### src/rtl/w_stage_pkg.sv
// Shared encodings for the writeback stage and the M-stage decoder.
package w_pkg;

    typedef enum logic [1:0] {
        RSEL_ALU  = 2'b00,
        RSEL_LOAD = 2'b01,
        RSEL_LINK = 2'b10
    } rsel_e;

    // Codes 5..7 are undefined and are handled as a plain word load.
    typedef enum logic [2:0] {
        LD_W  = 3'd0,
        LD_B  = 3'd1,
        LD_BU = 3'd2,
        LD_H  = 3'd3,
        LD_HU = 3'd4
    } ld_e;

endpackage

### src/rtl/w_stage_ld_ext.sv
// Load data extractor: picks a byte/halfword out of the aligned memory word
// using the low address bits and sign- or zero-extends it to DW.
module ld_ext
    import w_pkg::*;
#(
    parameter int DW = 32
) (
    input  logic [DW-1:0] dm_i,
    input  logic [1:0]    alo_i,
    input  logic [2:0]    ld_i,
    output logic [DW-1:0] data_o
);

    logic [DW-1:0] byte_sh;
    logic [DW-1:0] half_sh;
    logic [7:0]    byte_v;
    logic [15:0]   half_v;

    // Shift the addressed byte/halfword down to bit 0; alo[0] is ignored for halves.
    always_comb begin
        byte_sh = dm_i >> {alo_i, 3'b000};
        half_sh = dm_i >> {alo_i[1], 4'b0000};
        byte_v  = byte_sh[7:0];
        half_v  = half_sh[15:0];
    end

    // Extend according to load type.
    always_comb begin
        data_o = dm_i;
        case (ld_i)
            LD_B:    data_o = {{(DW-8){byte_v[7]}}, byte_v};
            LD_BU:   data_o = {{(DW-8){1'b0}}, byte_v};
            LD_H:    data_o = {{(DW-16){half_v[15]}}, half_v};
            LD_HU:   data_o = {{(DW-16){1'b0}}, half_v};
            default: data_o = dm_i;
        endcase
    end

endmodule

### src/rtl/w_stage.sv
// Writeback stage: M/W pipeline register with stall/flush, result select,
// GRF write-enable qualification and retired-instruction counter.
// All outputs derive from registered state only.
module w_stage
    import w_pkg::*;
#(
    parameter int DW       = 32,
    parameter int RAW      = 5,
    parameter int LINK_OFF = 8,
    parameter int CNT_W    = 32
) (
    input  logic             clk,
    input  logic             reset,
    input  logic             en,
    input  logic             flush,
    input  logic             valid_m,
    input  logic [DW-1:0]    alu_m,
    input  logic [DW-1:0]    dm_m,
    input  logic [1:0]       alo_m,
    input  logic [2:0]       ld_m,
    input  logic [DW-1:0]    pc_m,
    input  logic [1:0]       rsel_m,
    input  logic [RAW-1:0]   wa_m,
    input  logic             we_m,
    output logic [DW-1:0]    result_w,
    output logic [RAW-1:0]   wa_w,
    output logic             we_w,
    output logic [DW-1:0]    pc_w,
    output logic             valid_w,
    output logic [CNT_W-1:0] instret
);

    logic             valid_q, valid_d;
    logic [DW-1:0]    alu_q,   alu_d;
    logic [DW-1:0]    dm_q,    dm_d;
    logic [1:0]       alo_q,   alo_d;
    logic [2:0]       ld_q,    ld_d;
    logic [DW-1:0]    pc_q,    pc_d;
    logic [1:0]       rsel_q,  rsel_d;
    logic [RAW-1:0]   wa_q,    wa_d;
    logic             we_q,    we_d;
    logic [CNT_W-1:0] instret_q, instret_d;
    logic             retire;
    logic [DW-1:0]    ld_data;

    // Next M/W contents: flush beats en, otherwise hold.
    always_comb begin
        valid_d = valid_q;
        alu_d   = alu_q;
        dm_d    = dm_q;
        alo_d   = alo_q;
        ld_d    = ld_q;
        pc_d    = pc_q;
        rsel_d  = rsel_q;
        wa_d    = wa_q;
        we_d    = we_q;
        if (flush) begin
            valid_d = 1'b0;
            alu_d   = '0;
            dm_d    = '0;
            alo_d   = '0;
            ld_d    = '0;
            pc_d    = '0;
            rsel_d  = '0;
            wa_d    = '0;
            we_d    = 1'b0;
        end else if (en) begin
            valid_d = valid_m;
            alu_d   = alu_m;
            dm_d    = dm_m;
            alo_d   = alo_m;
            ld_d    = ld_m;
            pc_d    = pc_m;
            rsel_d  = rsel_m;
            wa_d    = wa_m;
            we_d    = we_m;
        end
    end

    // A valid W instruction retires when it is replaced (flush or advance).
    always_comb begin
        retire    = valid_q & (en | flush);
        instret_d = instret_q + CNT_W'(retire);
    end

    // Pipeline register and counter; synchronous reset has top priority.
    always_ff @(posedge clk) begin
        if (reset) begin
            valid_q   <= 1'b0;
            alu_q     <= '0;
            dm_q      <= '0;
            alo_q     <= '0;
            ld_q      <= '0;
            pc_q      <= '0;
            rsel_q    <= '0;
            wa_q      <= '0;
            we_q      <= 1'b0;
            instret_q <= '0;
        end else begin
            valid_q   <= valid_d;
            alu_q     <= alu_d;
            dm_q      <= dm_d;
            alo_q     <= alo_d;
            ld_q      <= ld_d;
            pc_q      <= pc_d;
            rsel_q    <= rsel_d;
            wa_q      <= wa_d;
            we_q      <= we_d;
            instret_q <= instret_d;
        end
    end

    ld_ext #(.DW(DW)) u_ld_ext (
        .dm_i   (dm_q),
        .alo_i  (alo_q),
        .ld_i   (ld_q),
        .data_o (ld_data)
    );

    // Writeback result select; the unused encoding yields zero.
    always_comb begin
        result_w = '0;
        case (rsel_q)
            RSEL_ALU:  result_w = alu_q;
            RSEL_LOAD: result_w = ld_data;
            RSEL_LINK: result_w = pc_q + DW'(LINK_OFF);
            default:   result_w = '0;
        endcase
    end

    // Register 0 is hard-wired, so writes to it are never issued.
    always_comb begin
        we_w    = valid_q & we_q & (wa_q != '0);
        wa_w    = wa_q;
        pc_w    = pc_q;
        valid_w = valid_q;
        instret = instret_q;
    end

endmodule

### config.mk
export PLATFORM = sky130hd
export DESIGN_NAME = w_stage
export DESIGN_NICKNAME = d
export VERILOG_FILES = /design/src/rtl/w_stage_pkg.sv /design/src/rtl/w_stage_ld_ext.sv /design/src/rtl/w_stage.sv
export SDC_FILE = /design/constraint.sdc
export NUM_CORES = 1
export LEC_CHECK = 0
export BUFFER_PORTS_ARGS = -buffer_cell sky130_fd_sc_hd__buf_2
export CORE_UTILIZATION = 45
export DETAILED_ROUTE_END_ITERATION = 10
export GPL_ROUTABILITY_DRIVEN = 0
export GPL_TIMING_DRIVEN = 0
export PLACE_DENSITY = 0.77
export SKIP_CTS_REPAIR_TIMING = 1
export SYNTH_ARGS = -nofsm -noshare
export SYNTH_HDL_FRONTEND = slang
export SYNTH_SLANG_ARGS = --single-unit
### constraint.sdc
create_clock -name clk -period 7.8 [get_ports clk]
set_input_delay 1.17 -clock clk [delete_from_list [all_inputs] [get_ports clk]]
set_output_delay 1.17 -clock clk [all_outputs]
set_load 0.005 [all_outputs]
# ---- Yosys cells after proc, flatten, opt, wreduce, memory -nomap -nowiden
# Cells that the tools add are included.
dict set report word_totals {
  ff_bits 142
  in_bits 114
  out_inout_bits 103
  word_cells 29
}
dict set report classes {
  addsub 2
  eq_ne 6
  shift 2
  mux 2
  n_bitwise 4
  reduce_logical 3
}
# operator n
set ops {}
lappend ops {{32-bit one-hot mux with 4 select lines} 1}
lappend ops {{32-bit one-hot mux with 3 select lines} 1}
lappend ops {{32-bit by 1-bit adder with 32-bit output} 1}
lappend ops {{32-bit by 4-bit adder with 32-bit output (second input constant)} 1}
lappend ops {{32-bit by 5-bit right shift with 16-bit output} 1}
lappend ops {{32-bit by 5-bit right shift with 8-bit output} 1}
lappend ops {{3-bit by 2-bit equality test with 1-bit output (second input constant)} 2}
lappend ops {{5-bit nonzero test} 1}
lappend ops {{1-bit bitwise AND} 3}
lappend ops {{3-bit by 1-bit equality test with 1-bit output (second input constant)} 1}
lappend ops {{3-bit equality test (second input constant)} 1}
lappend ops {{2-bit by 1-bit equality test with 1-bit output (second input constant)} 1}
lappend ops {{2-bit equality test (second input constant)} 1}
lappend ops {{2-bit logical NOT} 1}
lappend ops {{2-bit OR reduction} 1}
lappend ops {{1-bit OR} 1}

# ---- Depth between registers and ports, before layout
# Gate-level depths: netlist of run 1.
dict set report depth {
  word_depth 3
  ltp_mapped 11
  depth_no_buf 8
}

# ---- Hierarchy
# Synthesis of run 1 repeated with hierarchy kept, for this count alone.
dict set report unflattened {
  hier_cells 870
  hier_area_um2 7646.1
}
# module n_inst cells_per_inst area_per_inst_um2 seq_area_each_um2
set by_module_without_submodules {}
lappend by_module_without_submodules {w_stage 1 745 6721.4 2842.7}
lappend by_module_without_submodules {ld_ext 1 125 924.6 0.0}

# ---- Worst setup path before layout of run 1
# Ideal clock, no wire load.
dict set report synth_timing {
  kind {input-to-reg}
  start {in en}
  end {reg instret_q[20] (netlist: instret[20])}
  setup_ns 0.128
  arrival_time_ns 3.648
  required_time_ns 7.672
  path_slack_ns 4.025
  path_stages 11
  path_buffers 3
  path_cell_list {clkbuf_1 > clkbuf_1 > buf_1 > o21a_1 > ha_1 > ha_1 > nand2_1 > nor4_2 > nand4_1 > xor2_1 > nor2_1}
}
dict set report synth_between {
  elab_chain_len 3
}
# item line
set synth_lines {}
lappend synth_lines {{start, declared} w_stage.sv:14} ;# input logic en,
lappend synth_lines {{1-bit OR} w_stage.sv:82} ;# retire = valid_q & (en | flush);
lappend synth_lines {{1-bit bitwise AND} w_stage.sv:82}
lappend synth_lines {{32-bit by 1-bit adder with 32-bit output} w_stage.sv:83} ;# instret_d = instret_q + CNT_W'(retire);
lappend synth_lines {{end signal, assigned} w_stage.sv:109} ;# instret_q <= instret_d;
lappend synth_lines {{end, declared} w_stage.sv:42} ;# logic [CNT_W-1:0] instret_q, instret_d;
# No other way between the ends.
# A chain may end at the register's enable or synchronous reset.

# ---- Worst setup path in the final report of run 1
dict set report layout_timing {
  start {in en}
  end {reg instret_q[26] (netlist: instret[26])}
}
# The elaborated chain is that of the path after synthesis.

==> summary.txt, run 1 <==
Global routing
  • Global-route total usage across every layer: 26.7%
  • Number of global-route vias before repair: 6,310
  • Maximum number of pins on one net before global-route repair: 17
  • Global-route wire length before repair: 32.9 mm
  • GRT overflow: 0
  • Initial antenna violation count: 5

Detailed routing
  • Number of antenna-violating nets in the routed design: 0
  • Post-detailed-route wirelength per cell: 17.1 um
  • Number of detailed-route iterations in the first pass: 5
  • Total DRC errors in the routed layout: 0
  • Total detailed-routing wirelength: 21.9 mm
  • Starting DRC count in detailed routing: 576
  • Vias/cell: between 5 and 6
  • Routed via count: around 7,000

STA
  • Slew at the pin with the worst max-slew slack: between 1000 and 1500 ps
  • RSZ-0062 raised after global routing: false
  • Post-route fraction of the period consumed by the critical path: 56.5%
  • Final critical delay including setup and external delays: roughly 4400 ps
  • Max Clock Freq: roughly 230 MHz
  • Final hold violation count: 0
  • Endpoints failing setup: 0
  • Fin. max-slew vios: 0
  • Final clock skew: 5.60 ps
  • Setup Total Neg Slack: 0 ps
  • Rel. slew slack: 24.2%

Critical path
  • Crit path capture type: flop
  • Start of the worst register-to-register path: valid_w$_SDFFE_PP0P_
  • Arrival time worst endpoint: between 4000 and 5000 ps
  • Kind of launch point of the worst setup path: input port
  • Data required time at the worst endpoint: 8100 ps
  • R2R depth: 8
  • Top fanout value on the critical path: 10
  • Critical Setup Path Class: input port to flop
  • Setup slack of the worst register-to-register path: about 5200 ps
  • RR Endpoint: instret[26]$_SDFF_PP0_

Logic synthesis
  • Most frequently used flop master after synthesis: sky130_fd_sc_hd__dfxtp_1
  • Distinct cell type count after synthesis: 53
  • Cell area after synthesis: 7170 um2
  • Sequential element share of the synthesized area: 39.6%
  • Fraction of post-synthesis cell area in the top cell type by area: 39.6%
  • Synthesized instance count: 818
  • Leading post-synthesis cells by cell area: sky130_fd_sc_hd__dfxtp_1, sky130_fd_sc_hd__mux2i_1, sky130_fd_sc_hd__nor2_1, sky130_fd_sc_hd__xor2_1, sky130_fd_sc_hd__xnor2_1
  • Ys Warns: 0
  • Synth async-reset ratio: 0%
  • EDFF count, synth: 0
  • Cell taking the most area after synthesis: sky130_fd_sc_hd__dfxtp_1
  • Synthesized area divided by synthesized cell count: around 9 um2
  • Register bit total from synthesis: 142
  • Post-Syn Nets: 935

Floorplan
  • Full die area: between 15,000 and 20,000 um2
  • Starting utilization of the core area: 46.7%
  • Die Wd: between 100 and 150 um
  • Row cnt: 45
  • Number of top-level pins: 217
  • Die Y-Extent: 128 um
  • Area of the core: ~15,000 um2

Pwr
  • Final Power: around 1.8 mW
  • Power Dens Cells: 193 nW/um2
  • IR drop worst, VDD: ~190 uV
  • Leakage Power: just over 4 nW

CTS
  • CTS tree: yes
  • Clock Path Buffers: 2
  • Total number of clock tree sinks: between 100 and 150
  • Maximum level of the CTS H-tree: 4
  • Clock slew seen by the registers of the worst setup and hold paths: 60 ps
  • Total CTS buffers: 17
  • Clock root buffer: sky130_fd_sc_hd__clkbuf_16
  • Skew-Pair Late Insertion Delay: between 400 and 500 ps

Min path
  • Hold path startpoint: alu_q[4]$_SDFFE_PP0P_
  • Worst Hold Endpoint: alu_q[4]$_SDFFE_PP0P_
  • Min-delay worst type: flop to flop
  • Cell depth of the worst hold path: 2

Cells and area
  • # fillers: 1,383
  • Post-synthesis to final-layout area growth: 27.0%
  • Share of post-route cells with drive strength above 1: between 20 and 25%
  • Layout Nets: 1,169

Run
  • Max-cap viol count: 0

Placement
  • Final HPWL DP: 16.7 mm
  • Buffers added on ports: about 220

Outcome
  • Outcome: complete, no violations
## worst max path at each step
| stage | start | end | cells after the start |
|---|---|---|---|
| floorplan | en | instret[20]$_SDFF_PP0_ | 11 |
| global placement | en | instret[26]$_SDFF_PP0_ | 11 |
| detailed placement | en | instret[30]$_SDFF_PP0_ | 11 |
| CTS | en | instret[26]$_SDFF_PP0_ | 11 |
| global route | en | instret[22]$_SDFF_PP0_ | 11 |
| finish | en | instret[26]$_SDFF_PP0_ | 11 |
## per-layer routing
| layer | vias to the layer above | global-route usage, % | routed length [um] |
|---|---|---|---|
| met4 | 4 | 11.2 | 685 |
| met3 | 44 | 8.35 | 1850 |
| li1 | 3356 | - | - |
| met5 | - | 0 | 23 |
| met1 | 3152 | 33.5 | 9370 |
| met2 | 306 | 42.1 | 9960 |
## stage by stage
stage,cell area (um2),setup WS (ps),utilization (%),std cells,hold slack [ps]
floorplan,7170,4020,-,818,452
global placement,8510,3000,55.4,1244,470
detailed placement,8510,2960,55.4,1244,482
CTS,9100,3410,59.2,1276,497
global route,9110,3040,59.2,1278,513
finish,9110,3390,59.3,1280,498
## cells by family (layout without fill, tap and decap cells)
logic type | after synthesis | count (layout) | synth area share (%)
compound gates | 100 | 100 | 9.45
simple gates | 322 | 322 | 21.1
buf+inv | 58 | 305 | 3.14
mux | 135 | 135 | 19.0
other cells | 0 | 4 | 0
flops | 142 | 142 | 39.6
xor+xnor | 58 | 58 | 7.08
fa+ha+maj | 3 | 3 | 0.523
## state kept, by name, indices dropped and copies added (netlist names)
register  cells
we_q          1
alo_q         2
alu_q        32
rsel_q        2
dm_q         32
valid_w       1
instret      32
ld_q          3
wa_w          5
pc_w         32
## synthesized netlist by cell type, types with 12 or more instances
master	number
sky130_fd_sc_hd__xnor2_1	21
sky130_fd_sc_hd__dfxtp_1	142
sky130_fd_sc_hd__nand4_1	20
sky130_fd_sc_hd__buf_1	12
sky130_fd_sc_hd__xor2_1	37
sky130_fd_sc_hd__clkbuf_1	40
sky130_fd_sc_hd__nand2_1	39
sky130_fd_sc_hd__nand3_1	30
sky130_fd_sc_hd__a21oi_1	13
sky130_fd_sc_hd__mux2i_1	132
sky130_fd_sc_hd__o21ai_0	19
sky130_fd_sc_hd__nor2_1	180
sky130_fd_sc_hd__o22ai_1	16
## area by class of cell
cell class | count | area [um2] | share of cell area, %
flip-flops and latches | 142 | 2840 | 31.2
clock buffers | 20 | 467 | 5.12
multi-input cells | 618 | 4110 | 45.1
inverters | 5 | 18.8 | 0.206
plain buffers | 53 | 206 | 2.27
diodes | 4 | 10.0 | 0.110
well taps | 211 | 264 | 2.90
repair buffers | 215 | 1080 | 11.8
clock inverters | 12 | 121 | 1.33
## placed cells by master, fill, tap and decap left out, drive strengths merged, types with 2 or more instances in the layout
cell,instances
a211o,4
a211oi,8
a21o,3
a21oi,13
a22oi,10
a2bb2oi,3
a31oi,3
and3,8
and4,6
buf,228
clkbuf,60
clkinv,5
dfxtp,142
diode,4
ha,3
inv,11
mux2,2
mux2i,132
nand2,39
nand2b,4
nand3,30
nand4,21
nor2,180
nor2b,6
nor3,8
nor4,9
o21a,3
o21ai,20
o221ai,11
o22ai,16
o31ai,3
or2,2
xnor2,21
xor2,37
## where the power goes
part	switching, mW	total, mW	internal (mW)
logic	0.103	0.189	0.0862
registers	0.0204	0.765	0.744
clock network	0.335	0.807	0.471
## critical path, stage by stage
cell and delay [ps]:
sky130_fd_sc_hd__clkbuf_1 160, sky130_fd_sc_hd__clkbuf_1 540, sky130_fd_sc_hd__buf_1 720, sky130_fd_sc_hd__o21a_1 230, sky130_fd_sc_hd__ha_1 220, sky130_fd_sc_hd__ha_1 270
sky130_fd_sc_hd__nand2_1 110, sky130_fd_sc_hd__nor4_2 820, sky130_fd_sc_hd__nand4_1 220, sky130_fd_sc_hd__xor2_1 180, sky130_fd_sc_hd__nor2_1 60
No activity file was read; power rests on OpenSTA's default activity.
==> inputs of run 2 (changes only) <==
--- a/config.mk
+++ b/config.mk
@@ -5,6 +5,7 @@
 export SDC_FILE = /design/constraint.sdc
 export NUM_CORES = 1
 export LEC_CHECK = 0
+export ABC_AREA = 1
 export BUFFER_PORTS_ARGS = -buffer_cell sky130_fd_sc_hd__buf_2
 export CORE_UTILIZATION = 45
 export DETAILED_ROUTE_END_ITERATION = 10
==> constraint.sdc (replaced) <==
create_clock -name clk -period 4.4 [get_ports clk]
set_input_delay 0.66 -clock clk [delete_from_list [all_inputs] [get_ports clk]]
set_output_delay 0.66 -clock clk [all_outputs]
set_load 0.005 [all_outputs]
==> run 2 against run 1 <==
Utilization decreased by 1.1 points; clock skew increased by 3.1 ps; worst hold slack lost 36 ps; final cell count increased by 32%; worst setup slack worse by 2000 ps; clock power increased by 91%; total power grew 85%; critical endpoint is now result_w[13]; largest cell class unchanged; largest power group unchanged.
==> summary.txt, run 2 <==
Outcome
  • Outcome: complete, no violations

Placement
  • Worst setup timing slack at the placement stage: 1020 ps (-1950 ps)
  • Placed cell count: 1,655 (+33%)
  • Buffers added on ports: 215 (unchanged)
  • Instance area at placement: 9020 um2 (+5.9%)
  • Final HPWL DP: 21.4 mm (+28%)

Floorplan
  • Full die area: 17,600 um2 (+6.8%)
  • Die Y-Extent: 133 um (+3.3%)
  • Row cnt: 47 (+4.4%)
  • Starting utilization of the core area: 46.2% (-0.43 points)
  • Number of top-level pins: 217 (unchanged)
  • Area of the core: 16,600 um2 (+7.9%)
  • Die Wd: 133 um (+3.3%)

STA
  • Final worst slack: 1430 ps (-1960 ps)
  • Rel. slew slack: 58.8% (+35 points)
  • Post-route fraction of the period consumed by the critical path: ~67%
  • Final critical delay including setup and external delays: 2970 ps
  • RSZ-0062 raised after global routing: false
  • Final clock skew: 8.68 ps (+3.08 ps)
  • Max Clock Freq: about 340 MHz
  • Slew at the pin with the worst max-slew slack: 617 ps (-502 ps)
  • Endpoints failing setup: 0 (unchanged)
  • Fin. max-slew vios: 0 (unchanged)
  • Setup Total Neg Slack: 0 ps (unchanged)
  • Final hold violation count: 0 (unchanged)

Logic synthesis
  • Sequential element share of the synthesized area: 37.1% (-2.6 points)
  • Distinct cell type count after synthesis: 37 (-30%)
  • EDFF count, synth: 0 (unchanged)
  • Fraction of post-synthesis cell area in the top cell type by area: 37.1% (-2.6 points)
  • Leading post-synthesis cells by cell area: sky130_fd_sc_hd__dfxtp_1, sky130_fd_sc_hd__nand2_1, sky130_fd_sc_hd__nor2_1, sky130_fd_sc_hd__a21oi_1, sky130_fd_sc_hd__nand3_1
  • Synth async-reset ratio: 0% (unchanged)
  • Synthesized instance count: 1,220 (+49%)
  • Cell taking the most area after synthesis: sky130_fd_sc_hd__dfxtp_1
  • Register bit total from synthesis: 142 (unchanged)
  • Cell area after synthesis: 7670 um2 (+6.9%)
  • Most frequently used flop master after synthesis: sky130_fd_sc_hd__dfxtp_1
  • Synthesized area divided by synthesized cell count: 6.28 um2 (-28%)
  • Post-Syn Nets: 1,337 (+43%)
  • Most frequent cells after synthesis: sky130_fd_sc_hd__nand2_1, sky130_fd_sc_hd__nor2_1, sky130_fd_sc_hd__dfxtp_1
  • Ys Warns: 0 (unchanged)
  • Library cell with the highest instance count after synthesis: sky130_fd_sc_hd__nand2_1

Cells and area
  • Cell Count, Final, Fillers Out: 1,690 (+32%)
  • Post-synthesis to final-layout area growth: 25.8%
  • Layout Nets: 1,571 (+34%)
  • Most common cell after layout, fill and taps aside: sky130_fd_sc_hd__nand2_1
  • Final standard cell area without fillers: 9650 um2 (+5.9%)
  • Final core utilization: 58.2% (-1.1 points)
  • Most frequent cells in the layout: sky130_fd_sc_hd__nand2_1, sky130_fd_sc_hd__buf_2, sky130_fd_sc_hd__nor2_1
  • Share of post-route cells with drive strength above 1: 19.2% (-5.5 points)

CTS
  • Clock Path Buffers: 2 (unchanged)
  • Total number of clock tree sinks: 142 (unchanged)
  • Total CTS buffers: 17 (unchanged)
  • Maximum level of the CTS H-tree: 4 (unchanged)
  • CTS tree: yes
  • Clock root buffer: sky130_fd_sc_hd__clkbuf_16
  • Clock slew seen by the registers of the worst setup and hold paths: 60 ps (about the same)
  • Skew-Pair Late Insertion Delay: 440 ps (about the same)

Detailed routing
  • Total detailed-routing wirelength: 27.6 mm (+26%)
  • Post-detailed-route wirelength per cell: 16.3 um (-4.6%)
  • Total DRC errors in the routed layout: 0 (unchanged)
  • Number of antenna-violating nets in the routed design: 0 (unchanged)
  • Number of detailed-route iterations in the first pass: 5 (unchanged)
  • Routed via count: 9,065 (+32%)
  • Vias/cell: 5.36 (about the same)
  • Starting DRC count in detailed routing: 932 (+62%)

Global routing
  • Global-route wire length before repair: 42.3 mm (+28%)
  • Number of global-route vias before repair: 8,146 (+29%)
  • Initial antenna violation count: 2 (-3)
  • Maximum number of pins on one net before global-route repair: 17 (unchanged)
  • GRT overflow: 0 (unchanged)
  • Global-route total usage across every layer: 31.1% (+4.4 points)

Run
  • Max-cap viol count: 0 (unchanged)

Critical path
  • Top fanout value on the critical path: 7 (-3)
  • Arrival time worst endpoint: 2310 ps (-2400 ps)
  • Kind of launch point of the worst setup path: flop
  • Data required time at the worst endpoint: 3740 ps (-4360 ps)
  • Crit path capture type: output pin
  • Critical Setup Path Class: flop to output pin

Pwr
  • Power Dens Cells: 337 nW/um2 (+74%)
  • IR drop worst, VDD: 277 uV (+48%)
  • Leakage Power: 4.14 nW (+2.1%)

Min path
  • Min-delay worst type: flop to flop
## run 2: changes by cell type in the layout (fill, tap and decap cells not counted), sizes merged, moves of 11 or more
cell / delta
xor2: -33
inv: +96
nand3: +53
o22ai: -16
nand2: +370
o221ai: -11
mux2i: -132
nand4: -19
a21oi: +105
o21ai: +11
xnor2: -19
a211oi: +39
## run 2: area by class of cell
cell class / count / area, um2
multi-input cells: 919 / 4180
repair buffers: 215 / 1080
diodes: 3 / 7.51
flip-flops and latches: 142 / 2840
fillers: 1671 / 6940
clock buffers: 18 / 439
clock inverters: 14 / 180
inverters: 103 / 389
plain buffers: 56 / 254
well taps: 220 / 275
## run 2: logic make-up after synthesis
| kind of cell | synth area share [%] |
|---|---|
| adders and majority gates | 0.490 |
| AOI/OAI and AO/OA | 16.4 |
| xor gates and xnor gates | 0.685 |
| buffers and inverters | 8.39 |
| and+or+nand+nor | 36.9 |
| DFF | 37.1 |
## run 2: worst paths after layout
kind | slack, ps | startpoint | endpoint | cells after the start
worst max-delay path | 1430 | pc_w[3]$_SDFFE_PP0P_ | result_w[13] | 9
worst min register to register | 460 | alu_q[15]$_SDFFE_PP0P_ | alu_q[15]$_SDFFE_PP0P_ | 2
worst max register to register | 2440 | valid_w$_SDFFE_PP0P_ | instret[20]$_SDFF_PP0_ | 12
worst min-delay path | 460 | alu_q[15]$_SDFFE_PP0P_ | alu_q[15]$_SDFFE_PP0P_ | 2
## run 2: power breakdown
| part | internal (mW) | total [mW] | switching (mW) |
|---|---|---|---|
| Sequential | 1.32 | 1.36 | 0.0326 |
| Combinational | 0.133 | 0.358 | 0.225 |
| Clock | 0.917 | 1.54 | 0.619 |
| Total | 2.37 | 3.25 | 0.876 |
## run 2: per-layer routing
metal | up-vias | GRT usage, % | part of all wire [%]
met5 | - | 0 | 0
met4 | 0 | 16.8 | 5.1
met3 | 90 | 6.55 | 8.9
met2 | 504 | 49.8 | 45
met1 | 4082 | 39.1 | 41
li1 | 4389 | - | -
## run 2: stage by stage
| step | power, mW | hold WS, ps |
|---|---|---|
| floorplan | 1.57 | 441 |
| global placement | 1.73 | 449 |
| detailed placement | 1.73 | 453 |
| CTS | 3.25 | 460 |
| global route | 3.34 | 470 |
| finish | 3.25 | 462 |
## run 2: critical path: stages (launching register included)
cell	delay [ps]
sky130_fd_sc_hd__dfxtp_1	440
sky130_fd_sc_hd__ha_1	250
sky130_fd_sc_hd__nand3_1	170
sky130_fd_sc_hd__inv_2	170
sky130_fd_sc_hd__nand3_1	90
sky130_fd_sc_hd__nand2_1	100
sky130_fd_sc_hd__nand2_1	60
sky130_fd_sc_hd__a21boi_0	320
sky130_fd_sc_hd__nand2_1	120
sky130_fd_sc_hd__buf_2	140
==> inputs of run 3 (changes only) <==
--- a/config.mk
+++ b/config.mk
@@ -11,7 +11,7 @@
 export DETAILED_ROUTE_END_ITERATION = 10
 export GPL_ROUTABILITY_DRIVEN = 0
 export GPL_TIMING_DRIVEN = 0
-export PLACE_DENSITY = 0.77
+export PLACE_DENSITY = 0.79
 export SKIP_CTS_REPAIR_TIMING = 1
 export SYNTH_ARGS = -nofsm -noshare
 export SYNTH_HDL_FRONTEND = slang
==> constraint.sdc (replaced) <==
create_clock -name clk -period 2.65 [get_ports clk]
set_input_delay 0.3975 -clock clk [delete_from_list [all_inputs] [get_ports clk]]
set_output_delay 0.3975 -clock clk [all_outputs]
set_load 0.005 [all_outputs]
==> run 3 against run 2 <==
Global-route usage down 0.091 points; final area is 0.21% higher; register-to-register slack worse by 1700 ps; clock-buffer cell count up 1; sequential power rose by 65%; critical path type unchanged; critical endpoint is now result_w[8]; largest cell class unchanged; largest power group unchanged.
==> summary.txt, run 3 (same netlist as run 2, synthesis figures left out) <==
Floorplan
  • Starting utilization of the core area: 46.2% (unchanged)
  • Full die area: 17,600 um2 (unchanged)
  • Die Wd: 133 um (unchanged)
  • Number of top-level pins: 217 (unchanged)
  • Die Y-Extent: 133 um (unchanged)
  • Area of the core: 16,600 um2 (unchanged)
  • Row cnt: 47 (unchanged)

Global routing
  • Met1 Track Usage GR: 38.7% (-0.40 points)
  • Number of global-route vias before repair: 8,171 (+0.31%)
  • Maximum number of pins on one net before global-route repair: 17 (unchanged)
  • GRT met2 Usage: 49.0% (-0.73 points)
  • Global-route wire length before repair: 42.3 mm (about the same)
  • GR Util met3: 7.36% (+0.80 points)
  • Initial antenna violation count: 3 (+1)
  • GRT overflow: 0 (unchanged)
  • Global-route total usage across every layer: 31.0% (-0.091 points)
  • Most heavily used metal layer in global routing: met2

Cells and area
  • Total area of sequential cells: 2850 um2 (+0.13%)
  • Multi-input combinational cell area: 4190 um2 (+0.30%)
  • Cell Count, Final, Fillers Out: 1,686 (-0.24%)
  • # fillers: 1,678 (+0.42%)
  • Share of post-route cells with drive strength above 1: 19.7% (+0.50 points)
  • Layout Nets: 1,570 (-0.064%)
  • Most common cell after layout, fill and taps aside: sky130_fd_sc_hd__nand2_1
  • Post-synthesis to final-layout area growth: 26.1%
  • Most frequent cells in the layout: sky130_fd_sc_hd__nand2_1, sky130_fd_sc_hd__buf_2, sky130_fd_sc_hd__nor2_1

Min path
  • Cell depth of the worst hold path: 3 (+1)
  • Hold path startpoint: alu_m[0]
  • Min-delay worst type: input port to flop
  • Worst Hold Endpoint: alu_q[0]$_SDFFE_PP0P_

Pwr
  • IR drop worst, VDD: 500 uV (+80%)
  • Switching share of total power: 26.1% (-0.89 points)
  • Comb pwr share: 10.8% (-0.2 points)
  • Power share of the clock group: 47.8% (+0.5 points)
  • Switch Pwr: 1.42 mW (+62%)
  • Power Dens Cells: 563 nW/um2 (+67%)
  • Relative contribution of sequential cells to total power: 41.3% (-0.4 points)
  • Final Power: 5.44 mW (+68%)
  • Internal power summed over all cells: 4.02 mW (+70%)
  • Leakage Power: 4.15 nW (+0.33%)

STA
  • Slew at the pin with the worst max-slew slack: 620 ps (+2.97 ps)
  • Post-Route Hold Slack: 201 ps (-260 ps)
  • RSZ-0062 raised after global routing: false
  • Final clock skew: 11.1 ps (+2.42 ps)
  • Final hold violation count: 0 (unchanged)
  • Rel. slew slack: 58.6% (-0.20 points)
  • Final critical delay including setup and external delays: ~2600 ps
  • Endpoints failing setup: 0 (unchanged)
  • Post-route fraction of the period consumed by the critical path: between 90% and 100%
  • Fin. max-slew vios: 0 (unchanged)
  • Max Clock Freq: 386 MHz

Critical path
  • RR Endpoint: instret[20]$_SDFF_PP0_
  • CP max-delay cell: sky130_fd_sc_hd__o21ai_0
  • Most Frequent Cell on Critical Path: sky130_fd_sc_hd__nand2_1
  • Arrival time worst endpoint: 2190 ps (-120 ps)
  • Crit path capture type: output pin
  • Critical Setup Path Class: flop to output pin
  • Data required time at the worst endpoint: 2250 ps (-1490 ps)
  • R2R depth: 12 (unchanged)
  • Start of the worst register-to-register path: valid_w$_SDFFE_PP0P_
  • Kind of launch point of the worst setup path: flop
  • Setup slack of the worst register-to-register path: 710 ps (-1730 ps)
  • Cells along the critical path: inv_1, nand2_1, o21ai_0, nand2_1, nand3_1, nand2_1, o21ai_0, nand2_1, buf_2
  • Largest stage delay on the critical path: 360 ps (-80 ps)
  • Top fanout value on the critical path: 4 (-3)

Detailed routing
  • Vias/cell: 5.29 (-1.5%)
  • Total DRC errors in the routed layout: 0 (unchanged)
  • Post-detailed-route wirelength per cell: 15.9 um (-2.3%)
  • Routed via count: 8,911 (-1.7%)
  • Number of antenna-violating nets in the routed design: 0 (unchanged)
  • Starting DRC count in detailed routing: 883 (-5.3%)
  • Number of detailed-route iterations in the first pass: 6 (+1)
  • Total detailed-routing wirelength: 26.9 mm (-2.5%)

CTS
  • Clock Path Buffers: 2 (unchanged)
  • Total CTS buffers: 17 (unchanged)
  • Clock slew seen by the registers of the worst setup and hold paths: 60 ps (about the same)
  • Clock root buffer: sky130_fd_sc_hd__clkbuf_16
  • CTS tree: yes
  • Total number of clock tree sinks: 142 (unchanged)
  • Maximum level of the CTS H-tree: 4 (unchanged)
  • Skew-Pair Late Insertion Delay: 440 ps (about the same)

Outcome
  • Outcome: complete, no violations

Run
  • Max-cap viol count: 0 (unchanged)

Placement
  • Buffers added on ports: 215 (unchanged)
  • Placed cell count: 1,655 (unchanged)
  • Final HPWL DP: 21.0 mm (-2.0%)
==> run 3: cell count changes in the layout (fill, tap and decap cells not counted), moves of 2 or more <==
cell and delta:
sky130_fd_sc_hd__clkinv_4 +4, sky130_fd_sc_hd__inv_6 -4, sky130_fd_sc_hd__dfxtp_1 -3, sky130_fd_sc_hd__clkinvlp_4 -3, sky130_fd_sc_hd__o21ai_0 -3, sky130_fd_sc_hd__diode_2 -2, sky130_fd_sc_hd__o21ai_1 +3, sky130_fd_sc_hd__nor2_2 +4
sky130_fd_sc_hd__dfxtp_2 +3, sky130_fd_sc_hd__nor2_1 -4
==> run 3: worst max-delay path by stage <==
| stage | start | endpoint | slack [ps] | cells after the start |
|---|---|---|---|---|
| finish | dm_q[23]$_SDFFE_PP0P_ | result_w[8] | 60 | 9 |
| global route | dm_q[23]$_SDFFE_PP0P_ | result_w[12] | 0.5 | 9 |
| CTS | en | instret[20]$_SDFF_PP0_ | -50 | 15 |
| detailed placement | en | instret[20]$_SDFF_PP0_ | -470 | 15 |
| global placement | en | instret[20]$_SDFF_PP0_ | -470 | 15 |
| floorplan | en | instret[20]$_SDFF_PP0_ | 400 | 14 |
==> run 3: layout make-up <==
type                            instances  area share (%)
Antenna cell                            1          0.0259
Inverter                              103            4.03
Clock buffer                           19            4.58
Clock inverter                         12            1.94
Timing Repair Buffer                  215            11.1
Tap cell                              220            2.85
Buffer                                 55            2.60
Sequential cell                       142            29.4
Multi-Input combinational cell        919            43.4
==> run 3: metal layers <==
layer | share of wire [%] | vias to the layer above
li1 | - | 4393
met1 | 40 | 3950
met2 | 45 | 477
met3 | 9.7 | 89
met4 | 5.2 | 2
met5 | 0.037 | -
==> run 3: power groups by stage <==
stage | logic (mW) | clock network, mW | registers, mW
floorplan | 0.330 | 0 | 2.28
global placement | 0.570 | 0 | 2.29
detailed placement | 0.576 | 0 | 2.29
CTS | 0.580 | 2.60 | 2.25
global route | 0.649 | 2.70 | 2.26
finish | 0.590 | 2.60 | 2.25
==> run 3: metrics by stage <==
| step | utilization (%) | setup TNS [ps] | area, um2 | worst slack [ps] |
|---|---|---|---|---|
| 4_1_cts | 58.2 | -50.6 | 9650 | -47.0 |
| 3_5_place_dp | 54.4 | -6150 | 9020 | -475 |
| 6_report | 58.3 | 0 | 9670 | 58.1 |
| 5_1_grt | 58.3 | 0 | 9670 | 0.539 |
| 3_3_place_gp | 54.4 | -6330 | 9020 | -473 |
| 2_1_floorplan | - | 0 | 7670 | 396 |
==> run 3: critical path: cells and delay by family (launching register included) <==
family	cells	cell delay [ps]
buffers and inverters	2	330
AOI/OAI and AO/OA	2	480
and+or+nand+nor	5	660
DFF	1	300
